**src/rtl/traffic_light_ctrl.sv**
```systemverilog
// Highway/farm-road intersection controller: timed two-phase sequencing with all-red clearance,
// farm max-green limit and a flashing-yellow night mode; lamps decode the registered state.
module traffic_light_ctrl #(
    parameter int CNT_W   = 12,
    parameter int LONG_T  = 10,
    parameter int SHORT_T = 5,
    parameter int CLEAR_T = 2,
    parameter int BLINK_T = 4
) (
    input  logic             clk,
    input  logic             reset,
    input  logic             start,
    input  logic             c,
    input  logic             flash,
    output logic             HG,
    output logic             HY,
    output logic             HR,
    output logic             FG,
    output logic             FY,
    output logic             FR,
    output logic [2:0]       state_o,
    output logic [CNT_W-1:0] timer_o
);

    localparam logic [2:0] S_IDLE  = 3'd0;
    localparam logic [2:0] S_HGRN  = 3'd1;
    localparam logic [2:0] S_HYEL  = 3'd2;
    localparam logic [2:0] S_ARH   = 3'd3;
    localparam logic [2:0] S_FGRN  = 3'd4;
    localparam logic [2:0] S_FYEL  = 3'd5;
    localparam logic [2:0] S_ARF   = 3'd6;
    localparam logic [2:0] S_FLASH = 3'd7;

    localparam longint CNT_LIM = longint'(1) << CNT_W;

    generate
        if (LONG_T < 1 || SHORT_T < 1 || BLINK_T < 1 || CLEAR_T < 0 ||
            longint'(LONG_T - 1) >= CNT_LIM || longint'(SHORT_T - 1) >= CNT_LIM ||
            longint'(BLINK_T - 1) >= CNT_LIM || longint'(CLEAR_T - 1) >= CNT_LIM) begin : g_bad_param
            $error("traffic_light_ctrl: illegal duration parameters for CNT_W");
        end
    endgenerate

    // CLEAR_T may be 0; its reload value is then never used, so clamp it to keep it representable.
    localparam logic [CNT_W-1:0] LD_LONG  = CNT_W'(LONG_T - 1);
    localparam logic [CNT_W-1:0] LD_SHORT = CNT_W'(SHORT_T - 1);
    localparam logic [CNT_W-1:0] LD_CLEAR = CNT_W'((CLEAR_T > 0) ? CLEAR_T - 1 : 0);
    localparam logic [CNT_W-1:0] LD_BLINK = CNT_W'(BLINK_T - 1);
    localparam logic             HAS_CLR  = (CLEAR_T > 0);

    logic [2:0]       r_state;
    logic [CNT_W-1:0] r_cnt;
    logic             r_blink;

    logic             w_expired;
    logic [CNT_W-1:0] w_cnt_dec;

    assign w_expired = (r_cnt == '0);
    assign w_cnt_dec = w_expired ? r_cnt : (r_cnt - CNT_W'(1));

    always_ff @(posedge clk) begin
        if (reset) begin
            r_state <= S_IDLE;
            r_cnt   <= '0;
            r_blink <= 1'b0;
        end else if (flash && (r_state != S_FLASH)) begin
            r_state <= S_FLASH;
            r_cnt   <= LD_BLINK;
            r_blink <= 1'b1;
        end else begin
            r_cnt <= w_cnt_dec;
            case (r_state)
                S_IDLE: begin
                    r_cnt <= '0;
                    if (start) begin
                        r_state <= S_HGRN;
                        r_cnt   <= LD_LONG;
                    end
                end
                S_HGRN: begin
                    if (w_expired && c) begin
                        r_state <= S_HYEL;
                        r_cnt   <= LD_SHORT;
                    end
                end
                S_HYEL: begin
                    if (w_expired) begin
                        r_state <= HAS_CLR ? S_ARH : S_FGRN;
                        r_cnt   <= HAS_CLR ? LD_CLEAR : LD_LONG;
                    end
                end
                S_ARH: begin
                    if (w_expired) begin
                        r_state <= S_FGRN;
                        r_cnt   <= LD_LONG;
                    end
                end
                S_FGRN: begin
                    if (w_expired || !c) begin
                        r_state <= S_FYEL;
                        r_cnt   <= LD_SHORT;
                    end
                end
                S_FYEL: begin
                    if (w_expired) begin
                        r_state <= HAS_CLR ? S_ARF : S_HGRN;
                        r_cnt   <= HAS_CLR ? LD_CLEAR : LD_LONG;
                    end
                end
                S_ARF: begin
                    if (w_expired) begin
                        r_state <= S_HGRN;
                        r_cnt   <= LD_LONG;
                    end
                end
                S_FLASH: begin
                    if (!flash) begin
                        r_state <= HAS_CLR ? S_ARF : S_HGRN;
                        r_cnt   <= HAS_CLR ? LD_CLEAR : LD_LONG;
                        r_blink <= 1'b0;
                    end else if (w_expired) begin
                        r_cnt   <= LD_BLINK;
                        r_blink <= ~r_blink;
                    end
                end
                default: begin
                    r_state <= S_IDLE;
                    r_cnt   <= '0;
                end
            endcase
        end
    end

    always_comb begin
        HG = 1'b0;
        HY = 1'b0;
        HR = 1'b0;
        FG = 1'b0;
        FY = 1'b0;
        FR = 1'b0;
        case (r_state)
            S_HGRN:  begin HG = 1'b1; FR = 1'b1; end
            S_HYEL:  begin HY = 1'b1; FR = 1'b1; end
            S_FGRN:  begin HR = 1'b1; FG = 1'b1; end
            S_FYEL:  begin HR = 1'b1; FY = 1'b1; end
            S_FLASH: begin HY = r_blink; FY = r_blink; end
            default: begin HR = 1'b1; FR = 1'b1; end
        endcase
    end

    assign state_o = r_state;
    assign timer_o = r_cnt;

endmodule

```
**config.mk**
```make
export PLATFORM = sky130hd
export DESIGN_NAME = traffic_light_ctrl
export DESIGN_NICKNAME = d
export VERILOG_FILES = /design/src/rtl/traffic_light_ctrl.sv
export SDC_FILE = /design/constraint.sdc
export NUM_CORES = 1
export LEC_CHECK = 0
export BUFFER_PORTS_ARGS = -buffer_cell sky130_fd_sc_hd__buf_2
export CAP_MARGIN = 10
export CORE_UTILIZATION = 55
export CTS_CLUSTER_SIZE = 16
export DETAILED_ROUTE_END_ITERATION = 8
export GPL_TIMING_DRIVEN = 0
export HOLD_SLACK_MARGIN = 0.15
export PLACE_DENSITY = 0.8
export SYNTH_ARGS = -nofsm -noshare
export SYNTH_HDL_FRONTEND = slang
export SYNTH_SLANG_ARGS = --single-unit
```
**constraint.sdc**
```tcl
create_clock -name clk -period 3.1 [get_ports clk]
set_input_delay 0.62 -clock clk [delete_from_list [all_inputs] [get_ports clk]]
set_output_delay 0.62 -clock clk [all_outputs]
set_load 0.01 [all_outputs]
```
## After elaboration in Yosys (flattened, before gate mapping)

Cells that the tools add are included.

- Flip-flop bits (word level): 16
- Bits of input ports: 5
- Output and inout port bits: 21
- Logic and storage cells: 67

- Add/sub/neg operators: 1
- Equality and inequality tests: 17
- Mux-type cells: 30
- Bitwise gates (word level): 1
- Reductions and logical operators: 14

Operator list:

| kind | count |
|---|---|
| 12-bit 2-to-1 mux | 7 |
| 12-bit case mux with 6 select lines | 1 |
| 3-bit 2-to-1 mux | 9 |
| 3-bit inequality test (second input constant) | 9 |
| 3-bit case mux with 8 select lines | 1 |
| 3-bit equality test (second input constant) | 4 |
| 12-bit logical NOT | 1 |
| 12-bit by 1-bit subtractor with 12-bit output (second input constant) | 1 |
| 1-bit 2-to-1 mux | 8 |
| 8-bit AND reduction | 1 |
| 3-bit by 2-bit equality test with 1-bit output (second input constant) | 2 |
| 2-bit OR reduction | 3 |
| 3-bit OR reduction | 2 |
| 4-bit 2-to-1 mux | 1 |
| 1-bit case mux with 2 select lines | 2 |
| 3-bit by 1-bit equality test with 1-bit output (second input constant) | 1 |
| 3-bit logical NOT | 1 |
| 3-bit by 1-bit inequality test with 1-bit output (second input constant) | 1 |
| 1-bit logical AND | 2 |
| 2-bit 2-to-1 mux | 1 |
| 2-bit AND reduction | 1 |
| 2-bit nonzero test | 1 |
| 1-bit logical NOT | 1 |
| 1-bit logical OR | 1 |
| 1-bit NOT | 1 |

## Depth between registers and ports, before layout

- Word-level depth: 6
- Mapped depth: 8
- Gate-level depth less buffers: 8

## Least setup slack after synthesis

OpenSTA, ideal clock, no wires.

- Kind: reg-to-reg
- From: register r_cnt[0] (netlist: timer_o[0])
- To: register r_cnt[0] (netlist: timer_o[0])
- Library setup time: 0.070 ns
- Arrival time: 2.104 ns
- Required time: 3.030 ns
- Path slack: 0.926 ns
- Stages on the path, launching flop included: 9
- Buffers on the path: 0
- Clock period less this slack: 2.174 ns
- Cells stage by stage: dfxtp_1 -> inv_1 -> ha_1 -> or4b_2 -> or3_2 -> ha_1 -> o21ai_0 -> a311oi_1 -> a21oi_1

- Longest elaborated chain between the ends: 6

RTL lines:

| what | line | source |
|---|---|---|
| from (decl) | 52 | `logic [CNT_W-1:0] r_cnt;` |
| from (signal assigned) | 71 | `r_cnt <= w_cnt_dec;` |
| from (signal assigned) | 89 | `r_cnt <= HAS_CLR ? LD_CLEAR : LD_LONG;` |
| from (signal assigned) | 107 | `r_cnt <= HAS_CLR ? LD_CLEAR : LD_LONG;` |
| 12-bit by 1-bit subtractor with 12-bit output or 12-bit logical NOT (tied branches) | 59, 58 |  |
| 12-bit 2-to-1 mux | 59 | `assign w_cnt_dec = w_expired ? r_cnt : (r_cnt - CNT_W'(1));` |
| 12-bit 2-to-1 mux | 121 | `end else if (w_expired) begin` |
| 12-bit 2-to-1 mux | 117 | `if (!flash) begin` |
| 12-bit case mux with 6 select lines * | 72 | `case (r_state)` |
| 2-bit 2-to-1 mux * | 66 | `end else if (flash && (r_state != S_FLASH)) begin` |

Every way passes the cells marked *; elsewhere a longest branch is shown, timed or not.
A chain may end at the register's enable or synchronous reset.

## Worst setup path after layout

- From: register r_state[0] (netlist: state_o[0])
- To: output HR

- Longest elaborated chain between the ends: 3

RTL lines:

| what | line | source |
|---|---|---|
| from (decl) | 51 | `logic [2:0] r_state;` |
| from (signal assigned) | 88 | `r_state <= HAS_CLR ? S_ARH : S_FGRN;` |
| from (signal assigned) | 106 | `r_state <= HAS_CLR ? S_ARF : S_HGRN;` |
| from (signal assigned) | 118 | `r_state <= HAS_CLR ? S_ARF : S_HGRN;` |
| 3-bit equality test, or another cell as far along | 141 | `case (r_state)` |
| 3-bit OR reduction (no source line) * | - |  |
| 1-bit 2-to-1 mux * | 141 |  |
| to (decl) | 17 | `output logic HR,` |

Marks and branches as above.

==> flow_summary.json <==
{
  "status": "completed",
  "track_usage_pct": 26.9,
  "drt_first_pass_iters": 4,
  "cts_buffers": 3,
  "clk_pin_slew_ns": 0.11,
  "syn2layout_area_growth_pct": 15.2,
  "path_class": "flip-flop to primary output",
  "finalCriticalPeriod_ns": 2.66,
  "clockBufferDepth": 2,
  "grt_pass1_vias": 1152,
  "synth-edff-count": 0,
  "ys_seq_elements": 16,
  "final.setup_skew_ns": 0.00139,
  "place_inst": 212,
  "synth_area_sq_um": 1210,
  "maxSlewHeadroom_pct": 56.8,
  "synth_flop_cell": "dfxtp_1",
  "clock-sinks": 16,
  "routedWlPerCell_um": 13.9,
  "drv_cap": 0,
  "setup_viol_count_final": 0,
  "dieHeight_um": 49,
  "worst_ep_arrival_time_ns": 2.04,
  "drive_above_1_share_pct": 21.7,
  "drtAntennaViolNets": 0,
  "antenna_found_initial": 0,
  "grt_max_degree": 11,
  "hold_path_class": "flip-flop to flip-flop",
  "end_kind": "primary output",
  "clock-root-buffer": "clkbuf_4",
  "drc": 0,
  "drv_slew": 0,
  "antenna_cells": 0,
  "gp_congestion": 0.921,
  "rows": 16,
  "critical_path_peak_fanout": 10,
  "drtIter0Drc": 82,
  "cts_resized": 0,
  "syn_inst": 162,
  "grt_overflow": 0,
  "fp.dieW_um": 49,
  "synth_most_common_cell": "nor2_1",
  "yosysTopAreaCell": "dfxtp_1",
  "cts_hold_buf": 0,
  "yosysTopAreaCellShare_pct": 26.4,
  "syn_area_per_cell_sq_um": 7.50,
  "synth_area_leaders": "dfxtp_1 (26%), nor2_1 (5.9%), xnor2_1 (5.0%)",
  "cts_tree": "done",
  "async_reset_ff_share_pct": 0,
  "ys_warn_count": 0,
  "r2r_cells": 8,
  "fin_ws_ns": 0.441,
  "synth-compound-area-share_pct": 21.9,
  "synth.area.mux_share_pct": 3.40,
  "ir_worst_vdd_v": 0.000426,
  "start_util_pct": 60.1,
  "multi_input_area_sq_um": 818,
  "synthSimpleGateAreaFrac_pct": 31.2,
  "cts_setup_buffers": 0,
  "htreeDepth": 1,
  "ff_latch_area_sq_um": 320,
  "max_freq_mhz": 376,
  "critPathRequiredTime_ns": 2.48,
  "yosys.cell_types.count": 49,
  "reg2reg_to": "timer_o[0]",
  "dp_slack_ns": 0.781,
  "avgViaCountPerCell": 6.05,
  "p_leak_nw": 0.590,
  "routed_wl_um": 3010,
  "r2r_slack_ns": 0.76,
  "synth_nets": 169,
  "num_vias": 1307,
  "hold_viol_final": 0,
  "yosys-top-cells-count": "nor2_1 (19), dfxtp_1 (16), nand2_1 (12), a21oi_1 (10)",
  "yosysSeqAreaShare_pct": 26.4,
  "max_slew.worst_pin.slew_ns": 0.643,
  "nets": 197,
  "placeableCoreArea_sq_um": 2020,
  "dpl.hpwl_um": 2210,
  "tns_ns": 0,
  "port_buffers": 23,
  "final_util_pct": 69.2,
  "rsz0062_at_grt": "no",
  "instances_no_fill": 216,
  "crit_end": "HR",
  "grt_pass1_wl_um": 5070,
  "clock_latency_ns": 0.29,
  "synth_xor_area_share_pct": 7.93,
  "cp-start-kind": "flip-flop",
  "fin_crit_sh_pct": 85.8,
  "dieArea_sq_um": 2400,
  "synthAdderAreaFrac_pct": 2.88,
  "r2r-start": "timer_o[0]",
  "io_pins": 26,
  "power.density_nw_per_um2": 613,
  "fill_cells": 168,
  "critPathLaunch": "state_o[0]",
  "synth_top_family_by_area": "simple AND/OR/NAND/NOR gates"
}
-- worst max-delay path, cell delays in order (launching register included) --
cell      delay [ns]
dfxtp_1         0.45
clkbuf_1        0.39
buf_1           0.41
nand3_1         0.22
o21a_1          0.15
buf_2           0.13
-- cell families (layout without fill, tap and decap cells) --
family / count (synthesis) / count (layout)
AOI/OAI and AO/OA: 41 / 41
xor gates and xnor gates: 11 / 11
adders and majority gates: 3 / 3
buffers and inverters: 18 / 45
DFF: 16 / 16
muxes: 4 / 4
and+or+nand+nor: 69 / 69
-- area by class of cell --
cell class | count | area share, %
sequential | 16 | 22.9
tap | 27 | 2.41
inverter | 5 | 1.34
multi-input combinational | 128 | 58.4
buffer | 13 | 4.11
timing repair buffer | 23 | 8.22
clock buffer | 4 | 2.59
-- metrics by stage --
stage / instance area (sq um) / total power [W] / hold WS (ns)
after global routing: 1400 / 0.000920 / 0.547
after CTS: 1400 / 0.000855 / 0.516
after global placement: 1360 / 0.000697 / 0.482
after detailed placement: 1360 / 0.000708 / 0.501
after floorplan: 1210 / 0.000606 / 0.459
final: 1400 / 0.000858 / 0.520
-- power breakdown --
part | switching [W] | internal, W | leakage (nW)
Clock | 0.0000763 | 0.0000716 | 0.0210
Combinational | 0.000257 | 0.000196 | 0.438
Sequential | 0.0000278 | 0.000229 | 0.131
Total | 0.000361 | 0.000497 | 0.590
-- worst min-delay path by stage --
stage | endpoint | slack (ns) | depth (start not counted) | start
global route | r_blink | 0.55 | 2 | r_blink
detailed placement | r_blink | 0.50 | 2 | r_blink
CTS | r_blink | 0.52 | 2 | r_blink
finish | r_blink | 0.52 | 2 | r_blink
floorplan | r_blink | 0.46 | 2 | r_blink
global placement | r_blink | 0.48 | 2 | r_blink
-- layer usage --
metal  share of wire (%)  global-route usage, %
met2                  44                   39.4
met3                 9.1                   6.54
met5                   0                      0
met4                 2.3                   14.2
met1                  45                   36.2
-- state kept, by name, summed over array words and instances (netlist names) --
name     cells
state_o      3
r_blink      1
timer_o     12
-- cells in the final DEF (no fill, tap or decap), types with 3 or more instances in the layout --
master	netlist	routed
nor4_1	5	5
xor2_1	4	4
a21oi_1	10	10
nand2b_1	4	4
a21o_1	4	4
dfxtp_1	16	16
xnor2_1	7	7
nor3_1	5	5
or2_2	3	3
clkbuf_4	0	3
or3_1	4	4
inv_1	4	4
o21ai_0	9	9
nand3_1	3	3
nand2_1	12	12
nor2_1	19	19
mux2i_1	3	3
clkbuf_1	9	9
buf_2	1	24
No activity file was read; power rests on OpenSTA's default activity.
